**config.mk**
```make
export PLATFORM = sky130hd
export DESIGN_NAME = uuv_throttle_ctrl_flat
export DESIGN_NICKNAME = d
export VERILOG_FILES = /design/src/rtl/uuv_throttle_ctrl_if.sv /design/src/rtl/uuv_throttle_ctrl.sv /design/src/flat_wrapper.sv
export SDC_FILE = /design/constraint.sdc
export NUM_CORES = 1
export LEC_CHECK = 0
export CAP_MARGIN = 30
export CELL_PAD_IN_SITES_DETAIL_PLACEMENT = 2
export CELL_PAD_IN_SITES_GLOBAL_PLACEMENT = 2
export CORE_AREA = 4 4 117 119
export CTS_CLUSTER_DIAMETER = 60
export DETAILED_ROUTE_END_ITERATION = 10
export DIE_AREA = 0 0 121 123
export PLACE_DENSITY_LB_ADDON = 0.25
export SYNTH_ARGS = -nofsm -noshare
export SYNTH_HDL_FRONTEND = slang
export SYNTH_SLANG_ARGS = --single-unit
export TNS_END_PERCENT = 5
```
**constraint.sdc**
```tcl
create_clock -name clk -period 4.7 [get_ports clk]
set_input_delay 0.705 -clock clk [delete_from_list [all_inputs] [get_ports clk]]
set_output_delay 0.705 -clock clk [all_outputs]
set_load 0.005 [all_outputs]
```
**src/rtl/uuv_throttle_ctrl_if.sv**
```systemverilog
// Position-command channel into the throttle controller.
// Ports: cmd_valid/cmd_pos from the command source, cmd_ready back to it.
// Handshake: a command transfers on a cycle where cmd_valid && cmd_ready.
interface uuv_throttle_ctrl_if #(
   parameter int POS_W = 8
);
   logic             cmd_valid;
   logic             cmd_ready;
   logic [POS_W-1:0] cmd_pos;

   modport master (output cmd_valid, output cmd_pos, input cmd_ready);
   modport slave  (input cmd_valid, input cmd_pos, output cmd_ready);
endinterface

```
**src/rtl/uuv_throttle_ctrl.sv**
```systemverilog
// Throttle sequencer for the thruster PWM generator: ESC arming, rate-limited
// slewing toward commanded position, and an immediate kill to a safe output.
// Ports: clk/rst; arm_i/kill_i levels; cmd (slave) position commands;
//        pwm_ena_o/pwm_pos_o to pwmgen; state_o and at_target_o status.
// Latency: outputs registered, one cycle after the deciding edge. Commands are
// accepted only in RUN; they are never stalled elsewhere, just not taken.
module uuv_throttle_ctrl #(
   parameter int POS_W     = 8,
   parameter int TICK_DIV  = 50000,
   parameter int ARM_TICKS = 2000,
   parameter int NEUTRAL   = 128,
   parameter int STEP      = 1
) (
   input  logic                clk,
   input  logic                rst,
   input  logic                arm_i,
   input  logic                kill_i,
   uuv_throttle_ctrl_if.slave  cmd,
   output logic                pwm_ena_o,
   output logic [POS_W-1:0]    pwm_pos_o,
   output logic [1:0]          state_o,
   output logic                at_target_o
);

   localparam int TICK_W = (TICK_DIV > 2) ? $clog2(TICK_DIV) : 1;
   localparam int ARM_W  = $clog2(ARM_TICKS + 1);

   localparam logic [TICK_W-1:0] TICK_LAST = TICK_W'(TICK_DIV - 1);
   localparam logic [ARM_W-1:0]  ARM_DONE  = ARM_W'(ARM_TICKS);
   localparam logic [POS_W-1:0]  NEUTRAL_P = POS_W'(NEUTRAL);
   localparam logic [POS_W:0]    STEP_P    = (POS_W + 1)'(STEP);

   typedef enum logic [1:0] {
      S_IDLE   = 2'd0,
      S_ARMING = 2'd1,
      S_RUN    = 2'd2,
      S_FAULT  = 2'd3
   } state_t;

   state_t             state_q, state_d;
   logic               pwm_ena_q, pwm_ena_d;
   logic [POS_W-1:0]   pwm_pos_q, pwm_pos_d;
   logic [POS_W-1:0]   target_q, target_d;
   logic [ARM_W-1:0]   arm_cnt_q, arm_cnt_d;
   logic               cmd_ready_q, cmd_ready_d;
   logic               at_target_q, at_target_d;
   logic [TICK_W-1:0]  tick_cnt_q;
   logic               tick;
   logic               cmd_ready;
   logic               cmd_acc;

   // Ramp arithmetic is one bit wider so the differences can never wrap.
   logic [POS_W:0]     pos_x, tgt_x, diff_up, diff_dn, step_up, step_dn;
   logic [POS_W:0]     ramp_x;
   logic [POS_W-1:0]   ramp_pos;

   // ------------------------------------------------------------------
   // Free-running ramp tick; only rst restarts it.
   // ------------------------------------------------------------------
   assign tick = (tick_cnt_q == TICK_LAST);

   always_ff @(posedge clk or posedge rst) begin
      if (rst) begin
         tick_cnt_q <= '0;
      end else if (tick) begin
         tick_cnt_q <= '0;
      end else begin
         tick_cnt_q <= tick_cnt_q + 1'b1;
      end
   end

   // ------------------------------------------------------------------
   // Handshake. The registered ready is masked by the same-cycle kill and
   // arm-drop so that a command is never acknowledged on the cycle the
   // controller is leaving RUN.
   // ------------------------------------------------------------------
   assign cmd_ready     = cmd_ready_q && arm_i && !kill_i;
   assign cmd.cmd_ready = cmd_ready;
   assign cmd_acc       = cmd.cmd_valid && cmd_ready;

   // ------------------------------------------------------------------
   // One ramp step toward the current (pre-accept) target, clamped so it
   // lands exactly on the target instead of overshooting.
   // ------------------------------------------------------------------
   always_comb begin
      pos_x   = {1'b0, pwm_pos_q};
      tgt_x   = {1'b0, target_q};
      diff_up = tgt_x - pos_x;
      diff_dn = pos_x - tgt_x;
      step_up = (diff_up < STEP_P) ? diff_up : STEP_P;
      step_dn = (diff_dn < STEP_P) ? diff_dn : STEP_P;
      ramp_x  = pos_x;
      if (pos_x < tgt_x) begin
         ramp_x = pos_x + step_up;
      end else if (pos_x > tgt_x) begin
         ramp_x = pos_x - step_dn;
      end
      // Clamped result lies between pos and target, so the top bit is 0.
      ramp_pos = POS_W'(ramp_x);
   end

   // ------------------------------------------------------------------
   // Next-state and registered-output logic.
   // ------------------------------------------------------------------
   always_comb begin
      state_d     = state_q;
      pwm_ena_d   = pwm_ena_q;
      pwm_pos_d   = pwm_pos_q;
      target_d    = target_q;
      arm_cnt_d   = arm_cnt_q;
      cmd_ready_d = 1'b0;
      at_target_d = 1'b0;

      if (kill_i) begin
         state_d   = S_FAULT;
         pwm_ena_d = 1'b0;
         pwm_pos_d = NEUTRAL_P;
         target_d  = NEUTRAL_P;
      end else begin
         unique case (state_q)
            S_IDLE: begin
               if (arm_i) begin
                  state_d   = S_ARMING;
                  pwm_ena_d = 1'b1;
                  pwm_pos_d = NEUTRAL_P;
                  arm_cnt_d = '0;
               end
            end
            S_ARMING: begin
               if (!arm_i) begin
                  state_d   = S_IDLE;
                  pwm_ena_d = 1'b0;
                  pwm_pos_d = NEUTRAL_P;
                  target_d  = NEUTRAL_P;
               end else if (tick) begin
                  arm_cnt_d = arm_cnt_q + 1'b1;
                  if (arm_cnt_d == ARM_DONE) begin
                     state_d  = S_RUN;
                     target_d = NEUTRAL_P;
                  end
               end
            end
            S_RUN: begin
               if (!arm_i) begin
                  state_d   = S_IDLE;
                  pwm_ena_d = 1'b0;
                  pwm_pos_d = NEUTRAL_P;
                  target_d  = NEUTRAL_P;
               end else begin
                  // A command accepted on a tick cycle only steers later ticks.
                  if (tick) begin
                     pwm_pos_d = ramp_pos;
                  end
                  if (cmd_acc) begin
                     target_d = cmd.cmd_pos;
                  end
               end
            end
            S_FAULT: begin
               if (!arm_i) begin
                  state_d = S_IDLE;
               end
            end
            default: begin
               state_d   = S_FAULT;
               pwm_ena_d = 1'b0;
               pwm_pos_d = NEUTRAL_P;
            end
         endcase
      end

      cmd_ready_d = (state_d == S_RUN);
      at_target_d = (state_d == S_RUN) && (pwm_pos_d == target_d);
   end

   always_ff @(posedge clk or posedge rst) begin
      if (rst) begin
         state_q     <= S_IDLE;
         pwm_ena_q   <= 1'b0;
         pwm_pos_q   <= NEUTRAL_P;
         target_q    <= NEUTRAL_P;
         arm_cnt_q   <= '0;
         cmd_ready_q <= 1'b0;
         at_target_q <= 1'b0;
      end else begin
         state_q     <= state_d;
         pwm_ena_q   <= pwm_ena_d;
         pwm_pos_q   <= pwm_pos_d;
         target_q    <= target_d;
         arm_cnt_q   <= arm_cnt_d;
         cmd_ready_q <= cmd_ready_d;
         at_target_q <= at_target_d;
      end
   end

   assign pwm_ena_o   = pwm_ena_q;
   assign pwm_pos_o   = pwm_pos_q;
   assign state_o     = state_q;
   assign at_target_o = at_target_q;

endmodule
```
**src/flat_wrapper.sv**
```systemverilog
// flat-port wrapper written by rule: the top's interface ports become plain ports
module uuv_throttle_ctrl_flat 
#(
   parameter int POS_W     = 8,
   parameter int TICK_DIV  = 50000,
   parameter int ARM_TICKS = 2000,
   parameter int NEUTRAL   = 128,
   parameter int STEP      = 1
)
  (clk, rst, arm_i, kill_i, pwm_ena_o, pwm_pos_o, state_o, at_target_o, cmd_cmd_valid, cmd_cmd_pos, cmd_cmd_ready);
  uuv_throttle_ctrl_if #(.POS_W(POS_W)) cmd_i ();
  input  logic clk;
  input  logic rst;
  input  logic arm_i;
  input  logic kill_i;
  output logic pwm_ena_o;
  output logic [POS_W-1:0] pwm_pos_o;
  output logic [1:0] state_o;
  output logic at_target_o;
  input wire logic [$bits(cmd_i.cmd_valid)-1:0] cmd_cmd_valid;
  input wire logic [$bits(cmd_i.cmd_pos)-1:0] cmd_cmd_pos;
  output wire logic [$bits(cmd_i.cmd_ready)-1:0] cmd_cmd_ready;
  assign cmd_i.cmd_valid = cmd_cmd_valid;
  assign cmd_i.cmd_pos = cmd_cmd_pos;
  assign cmd_cmd_ready = cmd_i.cmd_ready;
  uuv_throttle_ctrl #(.POS_W(POS_W), .TICK_DIV(TICK_DIV), .ARM_TICKS(ARM_TICKS), .NEUTRAL(NEUTRAL), .STEP(STEP)) u_core (.clk(clk), .rst(rst), .arm_i(arm_i), .kill_i(kill_i), .cmd(cmd_i), .pwm_ena_o(pwm_ena_o), .pwm_pos_o(pwm_pos_o), .state_o(state_o), .at_target_o(at_target_o));
endmodule
```
==> metrics.yaml <==
status: "finished, final reports clean"
drt_pre_antenna_iters: 4
async_flop_share_pct: 100
critPathBufInv: 1
final_common_cell: "nor2_1"
syn_area_per_cell_sq_um: 8.14
clk_pin_slew_ns: 0.07
synthFlopType: "dfrtp_1"
gr-usage-all-layers_pct: 23.1
synth_top_family_by_area: "simple AND/OR/NAND/NOR gates"
drive_above_1_share_pct: 11.8
min_period_ns: 4.42
routedWlPerCell_um: 21.2
arrival_ns: 4.61
worst_pin_slew_ns: 0.583
dieArea_sq_mm: 0.0149
startpoint_type: "flop"
slew_headroom_pct: 61.0
rows: 41
grt_pass1_wl_mm: 27.2
syn_inst: 565
start_util_pct: 36.6
critical_path_class: "reg -> reg"
clock_skew_ns: 0.00265
cts.sinks: 48
hpwl_mm: 13.1
tritoncts: "yes"
num_vias: 4538
ys_warn_count: 0
dp_cells: 773
finalHoldViolCount: 0
core_sq_mm: 0.0126
synthAdderAreaFrac_pct: 11.0
antenna_found_initial: 0
worst-endpoint-required_ns: 4.89
nets: 661
synth_area_leaders: "dfrtp_1 25%, ha_1 9.3%, a21oi_1 5.1%"
synth_edf_count: 0
synth_compound_area_share_pct: 24.1
viasPerCell: 5.80
ir_drop_v: 0.000179
critPathMaxFanout: 5
period_share_pct: 94.1
chipWidth_um: 121
cts_root_buf: "clkbuf_16"
ctsHoldBuffers: 0
die_height_um: 123
synth.distinct_cells: 72
crit_chain: "buf_4 > ha_1 > a21o_1 > a21o_1 > or4_1 > a32oi_2 > nand3_1 > o21ai_2 > fa_2 > nor2_1 > a21oi_1 > nor4_1 > o21ai_1 > xor2_1 > a21oi_1 > mux2i_1 > nand4_1 > a2111oi_2"
drtIter0Drc: 184
fmax_mhz: 226
yosysTopAreaCellShare_pct: 25.0
clock_latency_ns: 0.29
critPathMaxStageDelay_ns: 0.49
crit_path_top_delay_cell: "or4_1"
cp-end-kind: "flop"
numCtsBuffers: 5
grt_pass1_vias: 5051
setup_viol: 0
maxSlewViolCount: 0
cp_top_family: "compound AO/OA/AOI/OAI gates"
synth.area.mux_share_pct: 1.74
hold_path.class: "reg -> reg"
p_leak_nw: 2.35
antenna_cells: 0
ys_ff_latch: 48
pre_cts_ws_ns: 0.0251
clockBufferDepth: 2
syn-cell-area_sq_mm: 0.00460
synth_xor_area_share_pct: 6.67
gp_routability_congestion: 0.911
grt-ovfl-total: 0
power_density_mw_per_mm2: 296
final_cells: 783
drt_wl_total_mm: 16.6
io_pins: 26
ctsHtreeMaxLevel: 2
synth.largest_area_cell: "dfrtp_1"
syn_to_final_growth_pct: 18.2
ant_nets: 0
drc_errors: 0
yosysSeqAreaShare_pct: 26.2
cap_violations: 0
numPortBuffers: 25
final_cell_mix: "49 x nor2_1, 45 x nand2_1, 45 x dfrtp_1, 43 x a21oi_1, 37 x o21ai_0"
yosys.area_share.simple_pct: 25.4
grt_max_degree: 33
setup_ws_ns: 0.276
==> metal layers <==
layer  up-vias  track usage [%]  wire length [um]
li1       2129                -                 -
met1      2319             29.7              7370
met2        74             41.8              8450
met3        16             2.42               507
met4         0             5.67               270
met5         -                0                 0
==> metrics by stage <==
step	utilization, %	setup TNS (ns)	power (mW)	cell area (sq um)	hold slack, ns
global route	43.2	-0.0262	1.71	5440	0.525
floorplan	-	0	0.914	4640	0.425
global placement	41.1	0	1.11	5170	0.448
finish	43.2	0	1.61	5440	0.471
detailed placement	41.3	0	1.14	5190	0.474
CTS	42.7	0	1.58	5360	0.481
==> worst paths after layout <==
kind                                 startpoint                   end  slack, ns  cells after the start
min in group asynchronous                   rst  u_core.arm_cnt_q[10]       0.71                      2
setup reg to reg            u_core.pwm_pos_o[3]    u_core.at_target_o       0.28                     18
max in group asynchronous                   rst    u_core.target_q[7]       3.40                      3
hold reg to reg            u_core.tick_cnt_q[0]  u_core.tick_cnt_q[0]       0.47                      1
setup / recovery            u_core.pwm_pos_o[3]    u_core.at_target_o       0.28                     18
hold / removal             u_core.tick_cnt_q[0]  u_core.tick_cnt_q[0]       0.47                      1
==> cells in the mapped netlist, types with 3 or more instances <==
master	n
a211o_1	3
a211oi_1	4
a21o_1	12
a21oi_1	47
a22oi_1	4
a22oi_2	3
a31oi_1	4
and2_1	8
and3_1	10
and4_1	4
buf_2	10
clkbuf_1	13
dfrtp_1	46
fa_1	4
ha_1	34
inv_1	30
mux2i_1	8
nand2_1	45
nand2b_1	6
nand3_1	24
nand3b_1	5
nand4_1	8
nand4b_1	3
nor2_1	49
nor2b_1	9
nor3_1	13
nor4_1	6
o211ai_1	5
o21a_1	5
o21ai_0	39
o21bai_1	5
o31ai_1	6
or3_1	7
xnor2_1	16
xor2_1	19
==> flip-flops by register name, summed over array words and instances, names as in the netlist <==
register            cells
u_core.pwm_ena_o        1
u_core.state_o          2
u_core.at_target_o      1
u_core.target_q         8
u_core.pwm_pos_o        8
u_core.arm_cnt_q       11
u_core.tick_cnt_q      16
u_core.cmd_ready_q      1
==> cell type report <==
cell class                 count  area, sq um
clock buffer                   5          125
clock inverter                 3         46.3
fill                        1412         7130
inverter                      30          113
multi-input combinational    475         3280
sequential                    48         1200
tap                          172          215
timing repair buffer          50          450
==> cell families (layout without fill, tap and decap cells) <==
kind of cell | after synthesis | in the layout
AOI/OAI and AO/OA | 166 | 166
adders and majority gates | 38 | 38
DFF | 48 | 48
xor gates and xnor gates | 35 | 35
other | 2 | 14
muxes | 8 | 8
buffers and inverters | 54 | 88
and+or+nand+nor | 214 | 214
==> power by group <==
part / internal, mW / switching, mW / total (mW)
clock network: 0.253 / 0.173 / 0.427
registers: 0.431 / 0.0153 / 0.446
logic: 0.275 / 0.462 / 0.737
==> worst register-to-register path: stages, from the launching register on <==
cell       delay [ns]
dfrtp_1          0.38
buf_4            0.18
ha_1             0.25
a21o_1           0.18
a21o_1           0.20
or4_1            0.49
a32oi_2          0.26
nand3_1          0.16
o21ai_2          0.16
fa_2             0.46
nor2_1           0.13
a21oi_1          0.07
nor4_1           0.23
o21ai_1          0.17
xor2_1           0.25
a21oi_1          0.11
mux2i_1          0.18
nand4_1          0.15
a2111oi_2        0.29
==> repair_timing <==
action,CTS,global route
resized for setup,1,17
endpoints found under the setup margin,1,1
endpoints found under the hold margin,0,0
buffers inserted,0,2
pin swaps,0,7
Power figures use the tool's default switching activity.
